[config.mk]
export PLATFORM = sky130hd
export DESIGN_NAME = vga_timing_ctrl
export DESIGN_NICKNAME = d
export VERILOG_FILES = /design/src/rtl/vga_timing_ctrl.sv
export SDC_FILE = /design/constraint.sdc
export NUM_CORES = 1
export LEC_CHECK = 0
export ABC_AREA = 0
export CORE_MARGIN = 2
export CORE_UTILIZATION = 48
export CTS_CLUSTER_DIAMETER = 40
export DETAILED_ROUTE_END_ITERATION = 12
export PLACE_DENSITY = 0.85
export SYNTH_ARGS = -nofsm -noshare
export SYNTH_HDL_FRONTEND = slang
export SYNTH_SLANG_ARGS = --single-unit
[constraint.sdc]
create_clock -name clk -period 6.4 [get_ports clk]
set_clock_uncertainty 0.15 [all_clocks]
set_input_delay 0.64 -clock clk [delete_from_list [all_inputs] [get_ports clk]]
set_output_delay 0.64 -clock clk [all_outputs]
set_load 0.1 [all_outputs]
[src/rtl/vga_timing_ctrl.sv]
// ---------------------------------------------------------------------------
// vga_timing_ctrl
//
// Free-running VGA raster timing generator. Two registered counters (h_cnt
// over clocks in a line, v_cnt over lines in a frame) are decoded
// combinationally into sync pulses, the active-pixel flag, and a pixel request
// (pix_x/pix_y) to an external data stage. The request leads the active window
// by one clock so that the data stage's registered pix_data lands exactly
// when rgb_valid is high.
//
// Optional feature: define VGA_FRAME_CNT_EN to add a 16-bit frame counter
// output (frame_cnt) that increments each time the raster wraps to (0,0).
//
// Ports:
//   clk        in   pixel clock
//   rst_n      in   asynchronous active-low reset
//   pix_data   in   [15:0] RGB565 from the data stage (one clock after request)
//   pix_x      out  [9:0]  requested column, 10'h3ff when no request
//   pix_y      out  [9:0]  requested row, 10'h3ff when no request
//   hsync      out  horizontal sync, high during the pulse
//   vsync      out  vertical sync, high during the pulse
//   rgb        out  [15:0] RGB565 to the pins, zero outside the active area
//   rgb_valid  out  high while rgb carries an active pixel
//   frame_cnt  out  [15:0] completed frames (VGA_FRAME_CNT_EN only)
// ---------------------------------------------------------------------------
module vga_timing_ctrl #(
  parameter int unsigned H_SYNC  = 96,
  parameter int unsigned H_BACK  = 48,
  parameter int unsigned H_VALID = 640,
  parameter int unsigned H_TOTAL = 800,
  parameter int unsigned V_SYNC  = 2,
  parameter int unsigned V_BACK  = 33,
  parameter int unsigned V_VALID = 480,
  parameter int unsigned V_TOTAL = 525
) (
  input  logic        clk,
  input  logic        rst_n,
  input  logic [15:0] pix_data,
  output logic [9:0]  pix_x,
  output logic [9:0]  pix_y,
  output logic        hsync,
  output logic        vsync,
  output logic [15:0] rgb,
  output logic        rgb_valid
`ifdef VGA_FRAME_CNT_EN
  ,
  output logic [15:0] frame_cnt
`endif
);

  // Window boundaries sized to the 10-bit counters.
  localparam logic [9:0] H_LAST      = 10'(H_TOTAL - 1);
  localparam logic [9:0] V_LAST      = 10'(V_TOTAL - 1);
  localparam logic [9:0] H_SYNC_END  = 10'(H_SYNC);
  localparam logic [9:0] V_SYNC_END  = 10'(V_SYNC);
  localparam logic [9:0] H_ACT_START = 10'(H_SYNC + H_BACK);
  localparam logic [9:0] H_ACT_END   = 10'(H_SYNC + H_BACK + H_VALID);
  localparam logic [9:0] V_ACT_START = 10'(V_SYNC + V_BACK);
  localparam logic [9:0] V_ACT_END   = 10'(V_SYNC + V_BACK + V_VALID);
  // Request window: active horizontal window pulled one clock earlier.
  localparam logic [9:0] H_REQ_START = 10'(H_SYNC + H_BACK - 1);
  localparam logic [9:0] H_REQ_END   = 10'(H_SYNC + H_BACK + H_VALID - 1);

  logic [9:0] h_cnt;
  logic [9:0] v_cnt;
  logic       line_end;
  logic       frame_end;
  logic       h_act;
  logic       v_act;
  logic       h_req;

  assign line_end  = (h_cnt == H_LAST);
  assign frame_end = line_end && (v_cnt == V_LAST);

  // NOTE: sequential state uses non-blocking assignments so every register
  // samples the pre-edge values; reset is in the sensitivity list, so it acts
  // without waiting for a clock edge.
  always_ff @(posedge clk or negedge rst_n) begin
    if (!rst_n) begin
      h_cnt <= '0;
      v_cnt <= '0;
    end else begin
      h_cnt <= line_end ? '0 : h_cnt + 10'd1;
      if (line_end) begin
        v_cnt <= (v_cnt == V_LAST) ? '0 : v_cnt + 10'd1;
      end
    end
  end

  // Counters at zero (including during reset) decode to hsync=vsync=1 and
  // no request / no active pixel, which is the required reset output state.
  // NOTE: every output of this block gets a default first, so no path can
  // leave a value unassigned and infer a latch.
  always_comb begin
    hsync     = 1'b0;
    vsync     = 1'b0;
    h_act     = 1'b0;
    v_act     = 1'b0;
    h_req     = 1'b0;
    rgb_valid = 1'b0;
    rgb       = '0;
    pix_x     = 10'h3ff;
    pix_y     = 10'h3ff;

    hsync = (h_cnt < H_SYNC_END);
    vsync = (v_cnt < V_SYNC_END);
    h_act = (h_cnt >= H_ACT_START) && (h_cnt < H_ACT_END);
    v_act = (v_cnt >= V_ACT_START) && (v_cnt < V_ACT_END);
    h_req = (h_cnt >= H_REQ_START) && (h_cnt < H_REQ_END);

    rgb_valid = h_act && v_act;
    if (rgb_valid) begin
      rgb = pix_data;
    end

    if (h_req && v_act) begin
      pix_x = h_cnt - H_REQ_START;
      pix_y = v_cnt - V_ACT_START;
    end
  end

`ifdef VGA_FRAME_CNT_EN
  // Counts raster wraps; rolls over from 16'hffff to 0 naturally.
  always_ff @(posedge clk or negedge rst_n) begin
    if (!rst_n) begin
      frame_cnt <= '0;
    end else if (frame_end) begin
      frame_cnt <= frame_cnt + 16'd1;
    end
  end
`else
  // frame_end only feeds the optional frame counter.
  logic unused_frame_end;
  assign unused_frame_end = frame_end;
`endif

endmodule

==> impl_metrics.py <==
metrics = {
    "cells_and_area": {
        "multi_input_area_um2": 958,
        "regArea_um2": 500,
        "nets": 255,
        "finalInstanceArea_um2": 2150,
        "diodes": 0,
        "final_util_pct": 69.4,
        "drive_gt1_share_pct": 5.60,
        "syn_to_final_growth_pct": 36.2,
        "fillers": 276,
    },
    "floorplanning": {
        "row_count": 20,
        "start_util_pct": 50.9,
        "core_um2": 3100,
        "die_h_um": 61.4,
        "ios": 57,
        "die_w_um": 61.4,
        "die_area_um2": 3770,
    },
    "routing": {
        "drt_pass1_iterations": 4,
        "drt.antenna.violating_nets": 0,
        "viasPerCell": 5.61,
        "via_count": 1547,
        "wl_mm": 3.73,
        "drt-initial-drc-count": 37,
        "drc": 0,
        "wire_per_inst_um": 13.5,
    },
    "clock_network": {
        "cts_buffers": 3,
        "clock-sinks": 20,
        "cts_setup_buffers": 0,
        "cts_root_buffer": "clkbuf_4",
        "path_clk_slew_ns": 0.12,
        "hold_buffers": 0,
        "cts_resized": 0,
        "h-tree-depth": 1,
        "clkLatencyLatePin_ns": 0.31,
        "cts_tree": "done",
        "cts_buffer_depth": 2,
    },
    "timing": {
        "max_slew.worst_pin.slew_ns": 0.977,
        "slew_violations": 0,
        "final-hold-violation-count": 0,
        "worst_slack_ns": 1.95,
        "fin_crit_sh_pct": 69.5,
        "max_freq_ghz": 0.225,
        "setup_viol_count_final": 0,
        "slew_headroom_pct": 34.7,
        "setup_tns_ns": 0,
        "period_needed_ns": 4.45,
        "rsz0062_at_grt": "false",
    },
    "pwr": {
        "powerDensity_nw_per_um2": 98.4,
        "p_sw_share_pct": 19.7,
        "power_uw": 212,
        "p_seq_share_pct": 59.6,
        "p_switching_uw": 41.8,
        "p_leak_nw": 0.857,
        "p_int_uw": 170,
        "clkPwrFrac_pct": 34.6,
        "combPwrFrac_pct": 5.8,
        "ir_worst_vdd_v": 0.0000841,
    },
    "status": {
        "outcome": "complete, no violations",
    },
    "global_routing": {
        "antenna_found_initial": 0,
        "grt_pass1_vias": 1271,
        "grtUsageTotal_pct": 21.0,
        "grt_max_degree": 21,
        "grt_pass1_wl_mm": 5.93,
        "overflow": 0,
    },
    "synth": {
        "synth_seq_area_share_pct": 31.7,
        "yosysTopAreaCellShare_pct": 31.7,
        "ys_seq_elements": 20,
        "synth-async-reset-ratio_pct": 100,
        "synthFlopType": "dfrtp_1",
        "avgSynthCellArea_um2": 8.32,
        "ys.warnings.count": 0,
        "synth_most_common_cell": "nand3_1",
        "syn_area_um2": 1580,
        "yosys-top-cells-area": "dfrtp_1 (32%), xnor2_1 (7.2%), and2_1 (6.7%), nand3_1 (6.7%), xor2_1 (3.9%)",
        "synth_fp_nets": 212,
        "synth_edf_count": 0,
        "synth_cells": 190,
        "ys_top_cells_by_count": "nand3_1 (21), dfrtp_1 (20), and2_1 (17)",
        "yosysTopAreaCell": "dfrtp_1",
        "ys_types": 44,
    },
    "job": {
        "cap_violations": 0,
    },
    "placed_design": {
        "hpwl_mm": 2.84,
        "gp_congestion": 0.891,
        "port-buffer-count": 56,
        "place_ws_ns": 2.28,
        "placed_cell_area_um2": 2120,
    },
    "setup_path": {
        "path_max_fanout": 17,
        "crit_type": "register to output pin",
        "crit_required_ns": 5.61,
        "cp-start-kind": "register",
        "arrival_ns": 3.66,
        "critPathCaptureType": "output pin",
    },
    "hold_path": {
        "hp-class": "register to register",
    },
}
-- worst max-delay path: stages, from the launching register on --
cell	delay (ns)
dfrtp_1	0.48
ha_1	0.32
nor4_1	0.27
nand4b_1	0.19
a221oi_2	0.72
and2_1	0.23
clkdlybuf4s50_1	1.13
-- cells by family (layout without fill, tap and decap cells) --
logic type      after synthesis  after routing  synth area share [%]
compound gates               29             29                  12.3
xor+xnor                     20             20                  11.1
fa+ha+maj                     4              4                  3.17
buf+inv                      26             68                  7.68
flops                        20             20                  31.7
mux                           2              2                  1.35
simple gates                 89             89                  32.8
-- path summary, 6_finish.rpt --
| kind | from | endpoint | slack [ns] | cells after the start |
|---|---|---|---|---|
| setup / recovery | v_cnt[0] | rgb[3] | 1.95 | 6 |
| hold / removal | h_cnt[0] | h_cnt[0] | 0.39 | 1 |
| setup reg to reg | h_cnt[0] | v_cnt[9] | 4.09 | 5 |
| hold reg to reg | h_cnt[0] | h_cnt[0] | 0.39 | 1 |
| max in group asynchronous | rst_n | v_cnt[8] | 4.86 | 1 |
| min in group asynchronous | rst_n | h_cnt[2] | 0.67 | 1 |
-- routing by layer --
| metal | vias to the layer above | GRT usage, % | share of wire, % |
|---|---|---|---|
| li1 | 755 | - | - |
| met1 | 717 | 29.3 | 44 |
| met2 | 71 | 33.4 | 45 |
| met3 | 4 | 3.15 | 11 |
| met4 | 0 | 7.60 | 1.2 |
| met5 | - | 0 | 0 |
-- cell usage in the layout, fill, tap and decap left out, types with 2 or more instances in the layout --
cell type	netlist	final
a21oi_1	10	10
and2_1	17	17
and3_1	6	6
buf_4	0	3
clkbuf_4	0	3
clkdlybuf4s50_1	0	56
dfrtp_1	20	20
ha_1	4	4
inv_1	5	5
nand2_1	8	8
nand3_1	21	21
nand3b_1	4	4
nand4_1	6	6
nand4b_1	2	2
nor2_1	9	9
nor3_1	4	4
nor4_1	2	2
o21ai_0	5	5
o31ai_1	3	3
or3_1	2	2
or4_1	2	2
xnor2_1	13	13
xor2_1	7	7
-- area by class of cell --
class | instances | area share, %
tap | 44 | 2.56
multi-input combinational | 144 | 44.5
timing repair buffer | 59 | 27.1
sequential | 20 | 23.3
clock buffer | 4 | 1.69
inverter | 5 | 0.872
-- registers in the layout, indices dropped and copies added (netlist names) --
signal	count
h_cnt	10
v_cnt	10
-- power groups by stage --
stage                     clock network [mW]  logic (mW)  registers [mW]
after global routing                  0.0787      0.0134           0.126
final                                 0.0733      0.0122           0.126
after detailed placement                   0      0.0124           0.129
after floorplan                            0   0.0000730           0.129
after global placement                     0      0.0124           0.129
after CTS                             0.0738      0.0125           0.126
-- through the flow --
stage,hold slack (ns),instances
global route,0.424,276
finish,0.390,276
CTS,0.398,276
detailed placement,0.379,272
global placement,0.365,272
floorplan,0.194,190
Note: power is estimated with default switching activity, not from simulation.
==> edit: new RTL, config.mk and constraints unchanged <==
Add a define of `VGA_FRAME_CNT_EN`.
--- a/src/rtl/vga_timing_ctrl.sv
+++ b/src/rtl/vga_timing_ctrl.sv
@@ -23,6 +23,8 @@
 //   rgb_valid  out  high while rgb carries an active pixel
 //   frame_cnt  out  [15:0] completed frames (VGA_FRAME_CNT_EN only)
 // ---------------------------------------------------------------------------
+`define VGA_FRAME_CNT_EN
+
 module vga_timing_ctrl #(
   parameter int unsigned H_SYNC  = 96,
   parameter int unsigned H_BACK  = 48,
Function (old outputs only; new: frame_cnt): kept (Yosys induction, for registers that start in step).
==> edit against the original RTL <==
Area after synthesis rose by 47%. Sequential cell count rose by 16. Final area rose by 44%. Setup slack got worse by 0.19 ns. Total power rose by 83%. Wire length rose by 43%. Clock power rose by 98%. Sequential share of layout area rose by 5.8 points. Critical path type unchanged. Largest cell class unchanged.
==> edit: results <==
{
  "outcome": "complete, no violations",
  "cts_buffers": 5,
  "drtIter0Drc": 195,
  "reg2regPathDepth": 6,
  "grt_pass1_vias": 1894,
  "grtUsageTotal": 0.205,
  "top_regs": "frame_cnt x16, h_cnt x10, v_cnt x10",
  "die_area_um2": 5400,
  "htreeDepth": 2,
  "leakagePower_uw": 0.00131,
  "rr_endpoint": "v_cnt[4]$_DFFE_PN0N_",
  "synth.area.top_cells": "dfrtp_1 (39%), xnor2_1 (6.8%), xor2_1 (6.0%)",
  "routed-via-count": 1991,
  "crit_fanout": 20,
  "place.gp.congestion": 0.859,
  "synth.net_count": 277,
  "dpl.hpwl_um": 3940,
  "arrival_ns": 3.85,
  "ff2ff_setup_slack_ns": 3.74,
  "grt_pass1_wl_um": 8630,
  "hold_ws_ns": 0.320,
  "portBuffers": 72,
  "drc": 0,
  "min_to": "frame_cnt[15]$_DFFE_PN0P_",
  "holdCritStartpoint": "frame_cnt[15]$_DFFE_PN0P_",
  "drive_gt1_frac": 0.0701,
  "grt_max_degree": 37,
  "peakVddDrop_mv": 0.167,
  "yosys-top-cells-count": "dfrtp_1 (36), nand2_1 (30), xnor2_1 (18), and2_1 (17), nor2_1 (17)",
  "path_clk_slew_ns": 0.07,
  "cts_root_buffer": "clkbuf_8",
  "synth_flop_cell": "dfrtp_1",
  "synth_cell_type_count": 40,
  "tightest_slew_ns": 0.999,
  "nNetsFinal": 339,
  "ys_seq_area_frac": 0.389,
  "p_total_uw": 387,
  "hp-class": "register to register",
  "clock_latency_ns": 0.28,
  "wirelength_um": 5340
}
[edit: through the flow]
step                cells  worst slack [ns]  utilization  instance area (um^2)
finish                368              1.76        0.661                  3100
global route          368              1.50        0.661                  3100
CTS                   368              1.72        0.661                  3100
detailed placement    363              2.01        0.646                  3030
global placement      363              2.16        0.646                  3030
floorplan             254              2.27            -                  2320
[edit: critical path: stages (launching register included)]
cell             delay (ns)
dfrtp_1                0.50
or3_1                  0.47
nor4_1                 0.28
o22ai_1                0.17
nor4_4                 0.87
o21ai_0                0.24
clkdlybuf4s50_1        1.03
[edit: cell families (layout without fill, tap and decap cells)]
logic type,count (synthesis),in the layout,share of synthesized area
compound gates,24,24,0.0686
buf+inv,25,85,0.0502
simple gates,128,128,0.327
flops,36,36,0.389
xor+xnor,34,34,0.129
mux,2,2,0.00972
fa+ha+maj,5,5,0.0270
[edit: area by class of cell]
class	instances	area, um^2
fill	380	1590
multi-input combinational	193	1310
sequential	36	901
timing repair buffer	73	728
clock buffer	5	68.8
tap	54	67.6
inverter	7	26.3
[edit: power breakdown]
part / switching (uW) / internal [uW] / total (uW) / leakage [uW]
clock network: 74.7 / 70.2 / 145 / 0.0000359
logic: 5.30 / 9.34 / 14.6 / 0.000790
registers: 0 / 227 / 227 / 0.000489
total: 80.0 / 307 / 387 / 0.00131
[edit: worst max path at each step]
stage / start / endpoint
floorplan: h_cnt[5]$_DFF_PN0_ / pix_x[7]
global placement: v_cnt[2]$_DFFE_PN0N_ / pix_x[7]
detailed placement: v_cnt[2]$_DFFE_PN0N_ / pix_y[5]
CTS: v_cnt[2]$_DFFE_PN0N_ / pix_y[5]
global route: v_cnt[2]$_DFFE_PN0N_ / pix_y[5]
finish: v_cnt[2]$_DFFE_PN0N_ / pix_y[5]
[edit: per-layer routing]
metal	track usage	wire length [um]	vias to the layer above
met1	0.264	2330	958
met5	0	0	-
li1	-	-	980
met4	0.0889	59	0
met3	0.0508	272	4
met2	0.326	2680	49
